**src/rtl/rw_ctrl_seq.sv**
```systemverilog
// Round-robin requester arbiter that sequences one single-port memory access at a time.
// Define RW_CTRL_PARITY_EN to add read-parity checking (rsp_perr) and write parity (mem_wpar).
module rw_ctrl_seq #(
    parameter int unsigned NUM_CH = 2,
    parameter int unsigned ADDR_W = 8,
    parameter int unsigned DATA_W = 8,
    parameter int unsigned RD_LAT = 2,
    localparam int unsigned CH_W  = (NUM_CH > 1) ? $clog2(NUM_CH) : 1
) (
    input  logic                     clk,
    input  logic                     rst_n,
    input  logic [NUM_CH-1:0]        req_valid,
    output logic [NUM_CH-1:0]        req_ready,
    input  logic [NUM_CH-1:0]        req_we,
    input  logic [NUM_CH*ADDR_W-1:0] req_addr,
    input  logic [NUM_CH*DATA_W-1:0] req_wdata,
    output logic                     rsp_valid,
    input  logic                     rsp_ready,
    output logic [CH_W-1:0]          rsp_ch,
    output logic                     rsp_we,
    output logic [DATA_W-1:0]        rsp_rdata,
    output logic                     mem_cs,
    output logic                     mem_we,
    output logic [ADDR_W-1:0]        mem_addr,
    output logic [DATA_W-1:0]        mem_wdata,
    input  logic [DATA_W-1:0]        mem_rdata,
`ifdef RW_CTRL_PARITY_EN
    input  logic                     mem_rpar,
    output logic                     rsp_perr,
    output logic                     mem_wpar,
`endif
    output logic                     busy
);

    localparam int unsigned CNT_W = $clog2(RD_LAT + 1);

    typedef enum logic [1:0] {S_IDLE, S_ACCESS, S_WAIT, S_RESP} state_t;

    state_t              state_q;
    logic [CH_W-1:0]     ptr_q;
    logic [CNT_W-1:0]    cnt_q;
    logic                rsp_valid_q;
    logic                rsp_we_q;
    logic [CH_W-1:0]     rsp_ch_q;
    logic [DATA_W-1:0]   rsp_rdata_q;
    logic                mem_cs_q;
    logic                mem_we_q;
    logic [ADDR_W-1:0]   mem_addr_q;
    logic [DATA_W-1:0]   mem_wdata_q;
    logic                busy_q;
`ifdef RW_CTRL_PARITY_EN
    logic                perr_q;
    logic                wpar_q;
`endif

    logic                gnt_any_c;
    logic                gnt_we_c;
    logic [CH_W-1:0]     gnt_idx_c;
    logic [CH_W-1:0]     cand_c;
    logic [NUM_CH-1:0]   gnt_oh_c;
    logic [ADDR_W-1:0]   gnt_addr_c;
    logic [DATA_W-1:0]   gnt_wdata_c;
    logic [CH_W-1:0]     ptr_nxt_c;

    // First valid channel at or after the priority pointer, wrapping around.
    always_comb begin
        gnt_any_c   = 1'b0;
        gnt_we_c    = 1'b0;
        gnt_idx_c   = '0;
        cand_c      = '0;
        gnt_oh_c    = '0;
        gnt_addr_c  = '0;
        gnt_wdata_c = '0;
        for (int unsigned k = 0; k < NUM_CH; k++) begin
            cand_c = CH_W'((32'(ptr_q) + k) % NUM_CH);
            if (!gnt_any_c && req_valid[cand_c]) begin
                gnt_any_c         = 1'b1;
                gnt_idx_c         = cand_c;
                gnt_oh_c[cand_c]  = 1'b1;
                gnt_we_c          = req_we[cand_c];
                gnt_addr_c        = req_addr[cand_c*ADDR_W +: ADDR_W];
                gnt_wdata_c       = req_wdata[cand_c*DATA_W +: DATA_W];
            end
        end
    end

    assign ptr_nxt_c = (32'(gnt_idx_c) == NUM_CH - 1) ? '0 : CH_W'(32'(gnt_idx_c) + 32'd1);

    // Acceptance is combinational and only offered while idle and out of reset.
    assign req_ready = (rst_n && state_q == S_IDLE) ? gnt_oh_c : '0;

    always_ff @(posedge clk or negedge rst_n) begin
        if (!rst_n) begin
            state_q     <= S_IDLE;
            ptr_q       <= '0;
            cnt_q       <= '0;
            rsp_valid_q <= 1'b0;
            rsp_we_q    <= 1'b0;
            rsp_ch_q    <= '0;
            rsp_rdata_q <= '0;
            mem_cs_q    <= 1'b0;
            mem_we_q    <= 1'b0;
            mem_addr_q  <= '0;
            mem_wdata_q <= '0;
            busy_q      <= 1'b0;
`ifdef RW_CTRL_PARITY_EN
            perr_q      <= 1'b0;
            wpar_q      <= 1'b0;
`endif
        end else begin
            case (state_q)
                S_IDLE: begin
                    if (gnt_any_c) begin
                        state_q     <= S_ACCESS;
                        busy_q      <= 1'b1;
                        ptr_q       <= ptr_nxt_c;
                        mem_cs_q    <= 1'b1;
                        mem_we_q    <= gnt_we_c;
                        mem_addr_q  <= gnt_addr_c;
                        mem_wdata_q <= gnt_wdata_c;
                        rsp_ch_q    <= gnt_idx_c;
                        rsp_we_q    <= gnt_we_c;
                        rsp_rdata_q <= '0;
`ifdef RW_CTRL_PARITY_EN
                        perr_q      <= 1'b0;
                        wpar_q      <= ^gnt_wdata_c;
`endif
                    end
                end
                S_ACCESS: begin
                    mem_cs_q <= 1'b0;
                    if (mem_we_q) begin
                        state_q     <= S_RESP;
                        rsp_valid_q <= 1'b1;
                    end else begin
                        cnt_q   <= CNT_W'(RD_LAT);
                        state_q <= S_WAIT;
                    end
                end
                S_WAIT: begin
                    cnt_q <= cnt_q - CNT_W'(1);
                    // Last wait cycle: read data is valid on the memory bus now.
                    if (cnt_q == CNT_W'(1)) begin
                        rsp_rdata_q <= mem_rdata;
                        rsp_valid_q <= 1'b1;
                        state_q     <= S_RESP;
`ifdef RW_CTRL_PARITY_EN
                        perr_q      <= (^mem_rdata) ^ mem_rpar;
`endif
                    end
                end
                S_RESP: begin
                    if (rsp_ready) begin
                        rsp_valid_q <= 1'b0;
                        busy_q      <= 1'b0;
                        state_q     <= S_IDLE;
                    end
                end
                default: state_q <= S_IDLE;
            endcase
        end
    end

    assign rsp_valid = rsp_valid_q;
    assign rsp_ch    = rsp_ch_q;
    assign rsp_we    = rsp_we_q;
    assign rsp_rdata = rsp_rdata_q;
    assign mem_cs    = mem_cs_q;
    assign mem_we    = mem_we_q;
    assign mem_addr  = mem_addr_q;
    assign mem_wdata = mem_wdata_q;
    assign busy      = busy_q;
`ifdef RW_CTRL_PARITY_EN
    assign rsp_perr  = perr_q;
    assign mem_wpar  = wpar_q;
`endif

endmodule

```
**config.mk**
```make
export PLATFORM = sky130hd
export DESIGN_NAME = rw_ctrl_seq
export DESIGN_NICKNAME = d
export VERILOG_FILES = /design/src/rtl/rw_ctrl_seq.sv
export SDC_FILE = /design/constraint.sdc
export NUM_CORES = 1
export LEC_CHECK = 0
export CAP_MARGIN = 20
export CORE_MARGIN = 5
export CORE_UTILIZATION = 30
export DETAILED_ROUTE_END_ITERATION = 7
export PLACE_DENSITY = 0.7
export SKIP_CTS_REPAIR_TIMING = 1
export SYNTH_ARGS = -nofsm -noshare
export SYNTH_HDL_FRONTEND = slang
export SYNTH_SLANG_ARGS = --single-unit
```
**constraint.sdc**
```tcl
create_clock -name clk -period 4.1 [get_ports clk]
set_clock_uncertainty 0.2 [all_clocks]
set_input_delay 0.82 -clock clk [delete_from_list [all_inputs] [get_ports clk]]
set_output_delay 0.82 -clock clk [all_outputs]
set_load 0.02 [all_outputs]
```
# == After elaboration in Yosys (flattened, before gate mapping) ==
# Index checks and enable logic that the tools add are counted.
# totals
ff_bits,34
latch_bits,0
mem_bits_rw,0
mem_bits_ro,0
in_bits,47
out_inout_bits,32
wordCells,93
memories,0
# classes
n_addsub,3
multipliers,0
n_div,0
order_cmp,4
eq_ne,9
shift,4
mux,43
n_bitwise,1
n_reduce_logical,18
# op_table
cell,n
16-bit by 5-bit variable part select with 8-bit output,4
8-bit 2-to-1 mux,6
1-bit 2-to-1 mux,22
8-bit case mux with 2 select lines,1
2-bit 2-to-1 mux,7
2-bit != test (second input constant),5
3-bit AND reduction,3
2-bit case mux with 4 select lines,1
2-bit nonzero test,4
2-bit AND reduction,3
2-bit by 1-bit equality test with 1-bit output (second input constant),2
2-bit equality test (second input constant),2
1-bit logical AND,4
1-bit by 2-bit < comparator with 1-bit output (second input constant),2
1-bit case mux with 2 select lines,2
2-bit case mux with 2 select lines,1
4-bit AND reduction,1
1-bit case mux with 3 select lines,1
3-bit nonzero test,1
1-bit adder (second input constant),2
1-bit demux with 1-bit select,2
1-bit greater-or-equal comparator (second input constant),2
2-bit logical NOT,1
2-bit OR,1
2 further kinds,2

# == Logic depth before layout (Yosys ltp) ==
# Gate-level depths: netlist of run 1.
# logic_depth
depth_word,8
mapped_depth,7
mapped_depth_nobuf,5

# == Least setup slack after synthesis of run 1 ==
# No wires, ideal clock.
# synth_timing
kind,in2out
from,input req_valid[1]
to,output req_ready[0]
arrival_ns,1.658
t_required_ns,3.080
setup_slack_ns,1.422
cell_stages,4
path_cell_list,buf_2 -> a21boi_4 -> buf_4 -> and3_1
# synth_via
elab_chain_cells,7
word_cells_on_any_way,11
classes_between,mux: 8; bitwise: 1; reduce/logical: 2
# synth_lines
item,line,text
start: declaration,12,"input logic [NUM_CH-1:0] req_valid,"
1-bit 2-to-1 mux (not written as such) (2 in a row),76,if (!gnt_any_c && req_valid[cand_c]) begin
1-bit 2-to-1 mux,76,
1-bit logical NOT,76,
1-bit logical AND,76,
2-bit 2-to-1 mux *,76,
2-bit 2-to-1 mux *,90,assign req_ready = (rst_n && state_q == S_IDLE) ? gnt_oh_c : '0;
end: declaration,13,"output logic [NUM_CH-1:0] req_ready,"
# Mark *: on every way between the ends. The rest lies on a longest branch, timed or not. The select of a mux whose other input is x is not followed.

# == Worst setup path after layout of run 1 ==
# layout_timing
from,input req_valid[0]
to,output req_ready[0]
# Same word-level chain as after synthesis.

==> results.txt, run 1 <==
Number of detailed-route iterations in the first pass: 4. Cells fill 47.5% of the core in the end. Summed over all nets, wire length on met2 after detailed routing comes to 2070 microns. At the later pin of the worst-skew pair, clock insertion delay measures 280 ps. Across the run, the number of max-cap violations was 0. The logs give 0 for the aggregate global routing overflow and 4470 microns for the aggregate routed wire length.

The congestion estimate from routability-driven global placement came to 0.785. Post-synthesis instance area: 1650 sq um. The synthesis-stage register bit count works out to 34. 79 I/O pins were placed. The final critical path takes up 86.3% of the cycle. In the routed layout, each cell is associated on average with a via count of 4.87. The die is 84.3 microns tall.

Counting every sink on the clock net gives 34. In the synthesized netlist, the number of instances is 155. Data arrival at the endpoint of the critical path: 2520 ps. Top layer used by detailed routing: met4. Number of max-slew violations in the final report: 0. In the detailed route, the total length drawn on met3 is 478 microns.

The number of antenna diodes in the final layout is 0. Worst-path cell with the longest stage delay: clkdlybuf4s50_1. IR analysis of the VDD net gives a maximum drop of 238 uV. The cell taking the most area after synthesis is dfrtp_1. Counting along the longest clock path gives a buffer depth of 2.

Counting stages on the worst path, the most repeated cell is clkdlybuf4s50_1. Along the worst path, the maximum fanout reaches 9. In this run the standard cell core region covers 5440 sq um. The accumulated negative setup slack is 0 ps.

Counting I/O delays and the setup requirement, the final critical path takes 3540 ps. The worst setup path is captured at an output port. In the routed design, unresolved DRC markers number 0. Cells with a size suffix above 1 make up 10.7% of the layout. The headroom to the max-slew limit was 59.2%. Counting distinct cell types in the post-synthesis netlist gives 29.

Entering global routing, the biggest net connects 36 pins. The count of final setup violators was 0; the total cell area at the placement stage was 2500 sq um. In the synthesized netlist the dominant register cell turns out to be dfrtp_1. The area growth from synthesis to layout is 56.1%. Ranked by total cell area, the synthesized netlist is headed by dfrtp_1, a32oi_1, a21oi_1, ha_1, a22o_2. Share of flip-flops with an asynchronous set or reset: 100%. STA puts the critical path data required time at 3080 ps. Dividing the synthesized area by the synthesized cell count gives 10.7 sq um. In this run the horizontal extent of the chip is 84.3 microns.

The iteration-0 DRC count of the detailed router is 56, and the quantity of I/O buffers inserted on ports is 78. Counting every net in the synthesized netlist gives 208. Once detail routing completed, the nets flagged for antenna violations numbered 0. The run gives 0 as the number of endpoints with negative hold slack in the final report. Clock-pin slew was measured on the worst setup and hold paths at 60 ps. The yosys synthesis warning count was 0. The share of the Yosys chip area taken by registers is 51.4%. TritonCTS built the clock tree. Biggest cell delay along the critical path: 650 ps.

The analysis attributes to cell leakage a power of 0.00106 uW. The setup path with the least slack is of type in -> out. In the global route stage, overall resource usage came out at 13.0%.

The full die area is 7100 sq um. Counting both buffers and inverters, the worst setup path holds a total of 2. Initial antenna violation count: 0.

The first global-routing pass estimated 7370 microns of wire. The total routed wire length on the met1 layer is 1910 microns. Grouping stages by cell kind, the critical path spends the most delay in buffers and inverters. The logs give 5 for the number of buffers created by CTS and 1479 for the via count of the first global-routing pass. The worst setup path is launched from a primary input. The mean routed wirelength per cell came out at 14.7 microns. For the pin with the worst max-slew slack, the measured transition is 613 ps. The net count of the finished layout is 287. The worst hold path belongs to the class in -> async. Detailed placement finished with a half-perimeter wire length of 3350 microns. Detailed routing inserted a total of 1486 vias.

The floorplan has 27 rows. After routing the design area is 2580 sq um. The flow ran to the end, and the final reports show no timing, DRC or antenna violations.

The clock tree synthesis step divided the H-tree into 2 levels. The maximum clock frequency is 283 MHz, and the portion of synthesized cell area occupied by the leading cell type is 51.4%. For this design the ratio of total power to cell area is 695 nW/um^2. Setup repair after global routing left no endpoint under its margin. The number of flops mapped to enable cells by yosys works out to 0. Traced cell by cell, the critical path runs through clkdlybuf4s50_1 > a21boi_4 > and3_1 > clkdlybuf4s50_1. The cell sitting at the root of the clock tree is a clkbuf_8.

For the initial core utilization, the log shows 30.4%. The design draws 1800 uW.
## cell families after synthesis
group           share of synthesized area [%]
compound gates                           28.6
buf+inv                                  5.75
flops                                    51.4
fa+ha+maj                                4.54
simple gates                             8.40
mux                                      1.29
## worst paths after layout
check | slack (ps) | endpoint | startpoint | depth (start not counted)
worst max-delay path | 560 | req_ready[0] | req_valid[0] | 4
worst min-delay path | 200 | rsp_ch | rst_n | 1
worst max register to register | 2110 | rsp_rdata[7] | state_q[0] | 5
worst min register to register | 300 | rsp_valid | rsp_valid | 2
max in group asynchronous | 2890 | mem_addr[5] | rst_n | 2
min in group clk | 300 | rsp_valid | rsp_valid | 2
## through the flow
step	setup WS (ps)	hold slack [ps]	instances
after floorplan	1420	308	155
after global placement	604	280	299
after detailed placement	591	289	299
after CTS	582	194	305
after global routing	508	194	305
final	560	197	305
## placed cells by master, fill, tap and decap left out, types with 4 or more instances in the layout
master / Yosys / final
ha_1: 6 / 6
inv_1: 8 / 8
buf_4: 2 / 6
a21oi_1: 19 / 19
clkdlybuf4s50_1: 0 / 77
a32oi_1: 17 / 17
dfrtp_1: 34 / 34
clkbuf_8: 0 / 6
o21ai_0: 7 / 7
nor2_1: 18 / 18
a22o_2: 7 / 7
nand2_1: 4 / 4
## flip-flops by register name, summed over array words and instances, names as in the netlist, 2 cells and up
register and count:
state_q 2, cnt_q 2, mem_addr 8, rsp_rdata 8, mem_wdata 8
## Yosys cell counts (all sizes together), types with 2 or more instances
master and n:
dfrtp 34, a21oi 19, nor2 19, a32oi 17
buf 12, a22o 8, inv 8, o21ai 7
ha 6, nand2 4, a21boi 2, and3 2
nand3 2, nor2b 2, o311ai 2, o41ai 2
## final cells by class
type	count	area, sq um
Clock buffer	6	82.6
Fill cell	511	2860
Inverter	8	30.0
Multi-Input combinational cell	101	708
Sequential cell	34	851
Tap cell	72	90.1
Timing Repair Buffer	84	821
## power breakdown
part           leakage, uW  internal [uW]  switching [uW]
Clock            0.0000431            129             111
Combinational     0.000611            461             516
Sequential        0.000409            488            89.8
## metal layers
metal  GRT usage [%]  vias to the layer above
li1                -                      734
met1            16.5                      689
met2            19.4                       61
met3            7.07                        2
met4            3.07                        0
met5               0                        -
No activity file was read; power rests on OpenSTA's default activity.
==> inputs of run 2 (changes only) <==
--- a/config.mk
+++ b/config.mk
@@ -12,2 +12,3 @@
 export PLACE_DENSITY = 0.7
+export REMOVE_ABC_BUFFERS = 1
 export SKIP_CTS_REPAIR_TIMING = 1
==> constraint.sdc (replaced) <==
create_clock -name clk -period 4.1 [get_ports clk]
set_clock_uncertainty 0.2 [all_clocks]
set_input_delay 0.41 -clock clk [delete_from_list [all_inputs] [get_ports clk]]
set_output_delay 0.41 -clock clk [all_outputs]
set_load 0.02 [all_outputs]
==> run 2 against run 1 <==
Net effect:
- the flow now finishes with violations (negative hold slack)
- first-iteration DRC count increased by 45%
- register-to-register slack got worse by 20 ps
- design area up 0.19%
- sequential power increased by 0.7%
- clock power is essentially flat
- via count shrank 1.5%
- critical path depth is the same
- worst setup slack improved by 520 ps
- clock-buffer cell count unchanged
- utilization up 0.092 points
- cell count is 0.66% lower
- routed wire length decreased by 1.2%
- largest power group unchanged
==> results.txt, run 2 (synthesis results as in run 1) <==
The clock input transition at the sequential cells of the worst setup and hold paths is 70 ps. The placeable core region is 5440 sq um, and the required arrival time at the worst endpoint is 3490 ps. The tools report the number of fill cells as 524. The mean number of vias per cell works out to 4.83. The data arrival at the endpoint of the critical path is 2410 ps, and the total I/O pin count is 79. Compared with the post-synthesis result, the final layout area differs by 56.4%. Counting stages on the worst path, the most repeated cell is clkdlybuf4s50_1. The die height works out to 84.3 microns. The run gives 34 as the number of endpoints with negative hold slack in the final report. Entering global routing, the biggest net connects 37 pins. Worst-path cell with the longest stage delay: clkdlybuf4s50_1. For this design the static power due to leakage is 0.00106 uW.

In the final design database the tool counted 285 nets. The switching share of total power is 39.8%. The die is 84.3 microns wide. For this block, the via count after detailed routing is 1464.

The tools report the initial antenna violation count as 0. The congestion estimate from routability-driven global placement came to 0.767. The count of nets left with antenna violations once routing finished came out at 0.

The number of buffers on the longest clock path is 2, and the accumulated negative setup slack is 0 ps. For this run the aggregate overflow at the end of global routing stands at 0. The logs give 1090 uW for the total internal power and 34 for the clock net sink count. The run gives 0 as the max capacitance violation total. The launching element type of the critical path was a primary input. The setup path with the least slack is of type in -> out. In this run the critical register-to-register path is launched from state_q[0]. The run gives -46.5 ps as the worst slack on hold paths.

After layout, the minimum clock period comes to 3020 ps. The antenna diode count is 0. The run gives 47.6% as the post-route core utilization. In this run the worst path has a maximum fanout of 18. The tools report the first-pass GRT wire length as 7200 microns. The iteration-0 DRC count of the detailed router is 81.

The later pin in the worst-skew pair is clocked with a latency of 280 ps. The quantity of I/O buffers inserted on ports came out at 78. Setup violations remaining at the end of the flow were counted as 0. Per report_power, the clock group accounts for 13.2% of the total.

The H-tree was split into 2 levels. Before antenna repair, the detailed router went through 4 iterations. The biggest cell delay along the critical path came out at 620 ps. The die covers 7100 sq um.

The transition time at the pin with the least slew margin was 611 ps; the fraction of layout cells with a size suffix above 1 was 9.96%. For the number of max-slew violations in the final report, the log shows 0. TritonCTS built the clock tree. The cell row count was 27; the maximum clock frequency was 332 MHz. The final reports fail on negative hold slack.

The tools report the reported net switching power as 722 uW. The via count of the first global-routing pass is 1409. The cell sitting at the root of the clock tree is a clkbuf_8. The power density relative to cell area is 701 nW/um^2. The flow ran to the end, but the final reports show violations. Capturing element type of the critical path: an output port. The headroom to the max-slew limit was 59.2%. Setup repair after global routing left no endpoint under its margin. Leading cell type in the layout, fill and taps excluded: clkdlybuf4s50_1. In this run the worst hold path is classified as in -> async. In the layout the commonest cells are clkdlybuf4s50_1, dfrtp_1, a21oi_1.

The share of total power dissipated in combinational logic is 54.7%. The final worst-path cycle share is 73.6%, and the worst IR drop on VDD is 305 uV. The critical path goes through clkdlybuf4s50_1 > a21boi_4 > and3_1 > clkdlybuf4s50_1. Global routing used 12.7% of the available tracks. The final layout contains routed wiring with a total length of 4420 microns. In the final routed layout, each cell accounts on average for 14.6 microns. In this run, CTS created clock tree buffers numbering 5. Sequential cells account for 32.1% of the total power. The most critical setup path has its startpoint at req_valid[0].

The tools report the detailed placement HPWL as 3250 microns. The residual DRC count is 0, and the initial core utilization is 30.4%.
run 2: changes by cell type in the layout (fill, tap and decap cells not counted):
cell / previous run / this run
buf_4: 6 / 3
buf_16: 0 / 1
run 2: area by class of cell:
class / instances / area, sq um / share of cell area [%]
sequential: 34 / 851 / 32.9
timing repair buffer: 82 / 826 / 31.9
multi-input combinational: 101 / 708 / 27.4
tap: 72 / 90.1 / 3.48
clock buffer: 6 / 82.6 / 3.19
inverter: 8 / 30.0 / 1.16
run 2: per-layer routing:
metal | routed length [microns] | GRT usage (%) | vias to the layer above
met3 | 408 | 6.08 | 6
met2 | 2130 | 19.8 | 40
met1 | 1830 | 15.8 | 686
li1 | - | - | 732
met5 | 0 | 0 | -
met4 | 46 | 3.51 | 0
run 2: worst paths after layout:
path	to	slack, ps	cells past startpoint
max	req_ready[0]	1080	4
min	state_q[0]	-50	2
max reg2reg	rsp_rdata[7]	2090	5
min reg2reg	rsp_rdata[4]	310	1
max in group asynchronous	rsp_ch	3420	2
min in group clk	rsp_rdata[4]	310	1
run 2: metrics by stage:
stage / cells / setup slack [ps] / area (sq um) / power [uW] / hold WS [ps]
floorplan: 143 / 2050 / 1590 / 1130 / -85.6
global placement: 296 / 1100 / 2480 / 1540 / 274
detailed placement: 296 / 1070 / 2480 / 1560 / 283
CTS: 302 / 1060 / 2560 / 1810 / -27.5
global route: 303 / 968 / 2590 / 1950 / 8.93
finish: 303 / 1080 / 2590 / 1810 / -46.5
run 2: critical path: cells and delay by family:
| family | cells | cell delay, ps |
|---|---|---|
| and+or+nand+nor | 1 | 240 |
| AOI/OAI and AO/OA | 1 | 510 |
| buffers and inverters | 2 | 1240 |
run 2: power groups by stage:
stage / clock, uW / combinational, uW / sequential [uW]
final: 240 / 992 / 582
after detailed placement: 0 / 977 / 588
after global routing: 265 / 1080 / 606
after CTS: 251 / 980 / 584
after global placement: 0 / 960 / 584
after floorplan: 0 / 394 / 736
